## src/rtl/tow_pkg.sv

```systemverilog
// tow_pkg
// Shared definitions for the tug-of-war controller: the game FSM state
// type, the rope position constants, the winner output encodings and a
// helper that turns a rope position into the one-hot playfield pattern.
package tow_pkg;

    typedef enum logic [1:0] {
        PLAY  = 2'd0,
        WIN_L = 2'd1,
        WIN_R = 2'd2,
        OVER  = 2'd3
    } state_t;

    localparam logic [3:0] CENTER_POS = 4'd4;
    localparam logic [3:0] MIN_POS    = 4'd0;
    localparam logic [3:0] MAX_POS    = 4'd8;

    localparam logic [1:0] WINNER_NONE  = 2'b00;
    localparam logic [1:0] WINNER_LEFT  = 2'b10;
    localparam logic [1:0] WINNER_RIGHT = 2'b01;

    // Bit 8 is the leftmost LED, so a higher position means the rope has
    // been pulled further towards the left player.
    function automatic logic [8:0] pos_to_leds(input logic [3:0] pos);
        logic [8:0] v;
        v = 9'd1 << pos;
        return v;
    endfunction

endpackage

```

## src/rtl/key_press.sv

```systemverilog
// key_press
// Turns one raw, asynchronous push-button level into a single-cycle press
// pulse: two-flop synchronizer followed by a rising-edge detector.
//
// Ports:
//   i_clock  - system clock, rising edge active
//   i_reset  - asynchronous active-high reset
//   i_key    - raw key level, high = pressed, asynchronous to i_clock
//   o_pulse  - one-cycle pulse per press, decoded from registers only
module key_press (
    input  logic i_clock,
    input  logic i_reset,
    input  logic i_key,
    output logic o_pulse
);

    logic       r_sync1;
    logic       r_sync2;
    logic       r_prev;
    logic       r_armed;
    logic [1:0] r_fill;

    // r_fill marks when r_sync2 holds a genuinely sampled key value rather
    // than its reset value. The detector is only armed once the key has
    // been seen released after reset, so a key held through reset does not
    // look like a fresh press when the synchronizer fills up.
    always_ff @(posedge i_clock or posedge i_reset) begin
        if (i_reset) begin
            r_sync1 <= 1'b0;
            r_sync2 <= 1'b0;
            r_prev  <= 1'b0;
            r_armed <= 1'b0;
            r_fill  <= 2'b00;
        end else begin
            r_sync1 <= i_key;
            r_sync2 <= r_sync1;
            r_prev  <= r_sync2;
            r_fill  <= {r_fill[0], 1'b1};
            if (r_fill[1] && !r_sync2) begin
                r_armed <= 1'b1;
            end
        end
    end

    assign o_pulse = r_sync2 & ~r_prev & r_armed;

endmodule

```

## src/rtl/tug_of_war_ctrl.sv

```systemverilog
// tug_of_war_ctrl
// Two-player tug-of-war game. Each key press pulls the lit LED one step
// towards the presser; pulling it past the end wins the round, shows a
// pause with the winner flagged, then either restarts from the centre or
// ends the game once a player reaches WIN_SCORE rounds.
//
// Parameters:
//   PAUSE_CYCLES - length of the round-win pause in cycles (1..255)
//   WIN_SCORE    - rounds needed to win the game (1..7)
// Ports:
//   Clock     - system clock, rising edge active
//   reset     - asynchronous active-high reset
//   L, R      - raw left/right keys, asynchronous, high = pressed
//   leds      - playfield, bit 8 leftmost, one-hot while playing
//   score_l   - rounds won by the left player
//   score_r   - rounds won by the right player
//   winner    - 10 left, 01 right, 00 nobody
//   game_over - high once the game has ended
module tug_of_war_ctrl
    import tow_pkg::*;
#(
    parameter int PAUSE_CYCLES = 4,
    parameter int WIN_SCORE    = 7
) (
    input  logic       Clock,
    input  logic       reset,
    input  logic       L,
    input  logic       R,
    output logic [8:0] leds,
    output logic [2:0] score_l,
    output logic [2:0] score_r,
    output logic [1:0] winner,
    output logic       game_over
);

    // The counter is loaded with one less than the pause so that the FSM
    // leaves the pause on the edge where the counter reads zero, giving
    // exactly PAUSE_CYCLES cycles in WIN_L/WIN_R.
    localparam logic [7:0] PAUSE_LOAD = 8'(PAUSE_CYCLES - 1);
    localparam logic [2:0] WIN_LIMIT  = 3'(WIN_SCORE);

    state_t     r_state;
    logic [3:0] r_pos;
    logic [2:0] r_scoreL;
    logic [2:0] r_scoreR;
    logic [7:0] r_pauseCnt;

    state_t     w_nextState;
    logic [3:0] w_nextPos;
    logic [2:0] w_nextScoreL;
    logic [2:0] w_nextScoreR;
    logic [7:0] w_nextPauseCnt;

    logic       w_pulseL;
    logic       w_pulseR;
    logic       w_moveL;
    logic       w_moveR;
    logic [2:0] w_roundScore;

    key_press u_keyL (
        .i_clock (Clock),
        .i_reset (reset),
        .i_key   (L),
        .o_pulse (w_pulseL)
    );

    key_press u_keyR (
        .i_clock (Clock),
        .i_reset (reset),
        .i_key   (R),
        .o_pulse (w_pulseR)
    );

    // Simultaneous pulls cancel out.
    assign w_moveL = w_pulseL & ~w_pulseR;
    assign w_moveR = w_pulseR & ~w_pulseL;

    // Score of whichever side won the round currently being paused on.
    assign w_roundScore = (r_state == WIN_L) ? r_scoreL : r_scoreR;

    always_ff @(posedge Clock or posedge reset) begin
        if (reset) begin
            r_state    <= PLAY;
            r_pos      <= CENTER_POS;
            r_scoreL   <= 3'd0;
            r_scoreR   <= 3'd0;
            r_pauseCnt <= 8'd0;
        end else begin
            r_state    <= w_nextState;
            r_pos      <= w_nextPos;
            r_scoreL   <= w_nextScoreL;
            r_scoreR   <= w_nextScoreR;
            r_pauseCnt <= w_nextPauseCnt;
        end
    end

    always_comb begin
        w_nextState    = r_state;
        w_nextPos      = r_pos;
        w_nextScoreL   = r_scoreL;
        w_nextScoreR   = r_scoreR;
        w_nextPauseCnt = r_pauseCnt;

        case (r_state)
            PLAY: begin
                if (w_moveL) begin
                    if (r_pos == MAX_POS) begin
                        w_nextScoreL   = r_scoreL + 3'd1;
                        w_nextState    = WIN_L;
                        w_nextPauseCnt = PAUSE_LOAD;
                    end else begin
                        w_nextPos = r_pos + 4'd1;
                    end
                end else if (w_moveR) begin
                    if (r_pos == MIN_POS) begin
                        w_nextScoreR   = r_scoreR + 3'd1;
                        w_nextState    = WIN_R;
                        w_nextPauseCnt = PAUSE_LOAD;
                    end else begin
                        w_nextPos = r_pos - 4'd1;
                    end
                end
            end
            WIN_L, WIN_R: begin
                if (r_pauseCnt == 8'd0) begin
                    if (w_roundScore == WIN_LIMIT) begin
                        w_nextState = OVER;
                    end else begin
                        w_nextState = PLAY;
                        w_nextPos   = CENTER_POS;
                    end
                end else begin
                    w_nextPauseCnt = r_pauseCnt - 8'd1;
                end
            end
            OVER: begin
                w_nextState = OVER;
            end
            default: begin
                w_nextState = PLAY;
                w_nextPos   = CENTER_POS;
            end
        endcase
    end

    // In OVER the winner is whoever reached the winning score; both sides
    // can never reach it, since the game stops at the first one.
    always_comb begin
        winner = WINNER_NONE;
        case (r_state)
            WIN_L:   winner = WINNER_LEFT;
            WIN_R:   winner = WINNER_RIGHT;
            OVER:    winner = (r_scoreL == WIN_LIMIT) ? WINNER_LEFT : WINNER_RIGHT;
            default: winner = WINNER_NONE;
        endcase
    end

    assign leds      = (r_state == PLAY) ? pos_to_leds(r_pos) : 9'd0;
    assign score_l   = r_scoreL;
    assign score_r   = r_scoreR;
    assign game_over = (r_state == OVER);

endmodule

```

## config.mk

```make
export PLATFORM = sky130hd
export DESIGN_NAME = tug_of_war_ctrl
export DESIGN_NICKNAME = d
export VERILOG_FILES = /design/src/rtl/tow_pkg.sv /design/src/rtl/key_press.sv /design/src/rtl/tug_of_war_ctrl.sv
export SDC_FILE = /design/constraint.sdc
export NUM_CORES = 1
export LEC_CHECK = 0
export CORE_UTILIZATION = 42
export DETAILED_ROUTE_END_ITERATION = 7
export GPL_TIMING_DRIVEN = 0
export PLACE_DENSITY_LB_ADDON = 0.05
export SYNTH_ARGS = -nofsm -noshare
export SYNTH_HDL_FRONTEND = slang
export SYNTH_SLANG_ARGS = --single-unit
```

## constraint.sdc

```tcl
create_clock -name Clock -period 2.4 [get_ports Clock]
set_input_delay 0.24 -clock Clock [delete_from_list [all_inputs] [get_ports Clock]]
set_output_delay 0.24 -clock Clock [all_outputs]
set_load 0.01 [all_outputs]
```

==> results list <==
- Layout cell share with drive strength beyond 1: 0.256
- The repair_antennas step left the layout with diodes totalling 0.
- TritonCTS Buffers: 5
* Number of enable flip-flop cells after synthesis: 0
* Half-perimeter wire length after detailed placement: 2810 µm
* I/O pin total: 22
- Nets in the synthesized netlist: around 200
* Transition at the pin with the smallest max-transition slack: about 1.1 ns
- Critical path class: register to output pin
- Top cells by area, synth: dfrtp_1, ha_1, mux2i_1
* Area taken by multi-input logic gates: 0.00113 mm²
- Top post-synthesis cells by count: dfrtp_1, inv_1, ha_1, nor2_1, o31ai_1
- The finished layout holds 269 standard cells, fillers aside.
* Crit path cell chain: inv_1, ha_2, buf_4, or4b_4, nor2_4, dlygate4sd2_1
* Fraction of registers with async set/reset: 1.00
* Post-Route Skew: about 0.013 ns
- The worst setup path is launched from a register.
- Yosys instantiated no cell more often than dfrtp_1.
- First-pass GRT wire length: 6690 µm
- The floorplan step defined a die boundary enclosing 0.00462 mm².
* Kind of cell with the highest combined delay on the critical path: simple AND/OR/NAND/NOR gates
* Area leader, netlist: dfrtp_1
- Count of nets after finishing: 235
* Peak fanout along the critical path: 10
- The flow ran to the end, and the final reports show no timing, DRC or antenna violations.
* Min Clock Period, post-route: 2.31 ns
- The initialized floorplan defines 23 standard-cell rows.
* MaxCap Viol Count: 0
* Register bit count reported by yosys: 30
- Detailed routing inserted a total of ~1500 vias.
- Final cycle utilization of the critical path: 0.963
- The largest single stage delay on the critical path is 0.51 ns.
- Required time reported for the critical path endpoint: 2.16 ns
* Cell chosen for the clock root: clkbuf_8
- PnR Total Power: roughly 0.0032 W
- Drt drc: 0
- Die W: 68.0 µm
* Hold buffer count at cts: 0
* Setup crit end kind: output pin
- Timing analysis after detailed placement gives a worst setup slack of -0.145 ns.
* Warnings, synthesis: 0
* Latest clock arrival within the worst-skew pair: 0.29 ns
- The worst-case IR drop observed on VDD is roughly 0.56 mV.
- Critical path arrival: 2.07 ns
- Once layout is complete, the utilization of the core stands at 0.592.
- Area taken by flip-flops and latches: 753 µm²
- Gr ovfl total: 0
- The number of max-slew violations in the final report was 0.
- The number of hold violations in the final report was 0.
- The initial antenna violation count is 0.
- Summed over all cells, the static leakage comes to 1.03 nW.
- Port Buffers: 21
* Drt via density: 5.60
- TritonCTS built the clock tree.
- Derived from the worst setup path, the maximum achievable clock frequency is 433 MHz.
- Area of the core: 0.00409 mm²
* Inst Count DP: between 200 and 300
* First DRT Iteration DRCs: 57
- Vias in the first global route: 1532
- Routability-driven placement finished with a final weighted congestion of 0.794.
* Worst slew margin relative to its limit: 0.239
- Number of levels the H-tree was split into: 2
- In this run the cell area of the synthesized design comes to 0.00183 mm².
- Entering global routing, the biggest net connects 31 pins.
* Die height: 68.0 µm
- Per-cell routed wire length: between 15 and 20 µm
- Most used flip-flop cell after synthesis: dfrtp_1
- Together, buffers and inverters on the worst path number 3.
- The first detailed-routing pass ran for 4 iterations.
- The initial utilization of the core area, before any placement, comes to 0.447.
- Routed Wire Length: 4160 µm
- The average instance in the mapped netlist occupies 9.83 µm².
- Hold Crit Class: register to register
- In the global route stage, overall resource usage came out at 0.198.
- The tree built by TritonCTS fans out to 30 sinks.
* Power Dens Cells: between 1000 and 1500 mW/mm²
- Minimum setup slack in the final design: 0.0883 ns
- In this run the deepest clock path goes through 2 buffers.
- P&R area growth vs syn: 32.4%
- Synthesis produced approximately 190 cells.
- Setup violations remaining at the end of the flow were counted as 0.
* Fraction of synthesized cell area taken by the top area cell type: 0.397
* CTS clock-pin slew for the worst setup and hold paths: roughly 0.060 ns
- The share of the Yosys chip area taken by registers is 0.411.
* Fillers: between 300 and 400
* Antenna violation net count after detailed routing: 0
* Slowest cell on the critical path: or4b_4
- The synthesized netlist contains 44 unique library cells.
[repair_timing]
action / 4_1_cts / 5_1_grt
gates cloned: 0 / 0
setup buffers: 3 / 3
resized for setup: 18 / 29
endpoints found under the setup margin: 11 / 13
pin swaps: 1 / 7
[worst register-to-register path, stage by stage (launching register included)]
cell      delay [ns]
dfrtp_1         0.35
nand2_1         0.06
or2_4           0.27
ha_4            0.18
xor2_1          0.16
o41a_1          0.46
buf_6           0.17
buf_6           0.14
nand3b_1        0.22
mux2i_1         0.16
[kinds of logic after synthesis]
logic type / after synthesis / synth area share
and+or+nand+nor: 61 / 0.190
AOI/OAI and AO/OA: 34 / 0.147
DFF: 30 / 0.411
buffers and inverters: 29 / 0.0623
adders and majority gates: 13 / 0.0890
muxes: 13 / 0.0739
xor gates and xnor gates: 5 / 0.0240
other: 1 / 0.00205
[power breakdown]
group | internal [W] | switching (W)
combinational | 0.000839 | 0.00111
clock | 0.000230 | 0.000199
sequential | 0.000655 | 0.000166
[final timing paths]
kind                                  start                to  slack (ns)  depth (start not counted)
max                              r_state[0]           leds[0]        0.09                          6
min                        u_keyR.r_fill[0]  u_keyL.r_fill[1]        0.36                          0
max reg2reg                  u_keyR.r_sync2        r_state[1]        0.12                          9
min reg2reg                u_keyR.r_fill[0]  u_keyL.r_fill[1]        0.36                          0
max in group asynchronous             reset        r_state[0]        1.08                          2
min in group asynchronous             reset    u_keyL.r_armed        0.55                          2
[layout make-up]
| cell class | count | area share |
|---|---|---|
| tap | 50 | 0.0258 |
| inverter | 19 | 0.0295 |
| clock inverter | 2 | 0.00517 |
| buffer | 8 | 0.0217 |
| timing repair buffer | 27 | 0.106 |
| sequential | 30 | 0.311 |
| multi-input combinational | 127 | 0.466 |
| clock buffer | 6 | 0.0341 |
[flip-flops by register name, summed over array words and instances (netlist names)]
signal          cells
r_pauseCnt          8
u_keyR.r_armed      1
score_l             3
u_keyL.r_sync1      1
r_pos               4
score_r             3
u_keyL.r_armed      1
u_keyR.r_sync1      1
u_keyL.r_prev       1
u_keyL.r_sync2      1
u_keyL.r_fill       1
u_keyR.r_sync2      1
u_keyR.r_prev       1
r_state             2
u_keyR.r_fill       1
[cell usage in the layout (no fill, tap or decap), types with 6 or more instances in the layout]
cell and n:
buf_4 6, clkbuf_8 6, clkdlybuf4s50_1 19, dfrtp_1 28
ha_1 10, inv_1 16, mux2i_1 9, nand2_1 9
nor2_1 12, o31ai_2 8
[metal layers]
metal	vias to the layer above	track usage	routed length [µm]
met5	-	0	0
met4	0	0.0911	43
met3	5	0.0450	103
met2	26	0.339	2140
met1	752	0.233	1880
li1	724	-	-
[through the flow]
step                hold WS (ns)  TNS (ns)  area (µm²)
floorplan                  0.271         0        1840
global placement           0.335    -0.337        2120
detailed placement         0.347    -0.780        2120
CTS                        0.362         0        2290
global route               0.364   -0.0169        2420
finish                     0.356         0        2420
(Power assumes the default switching activity.)
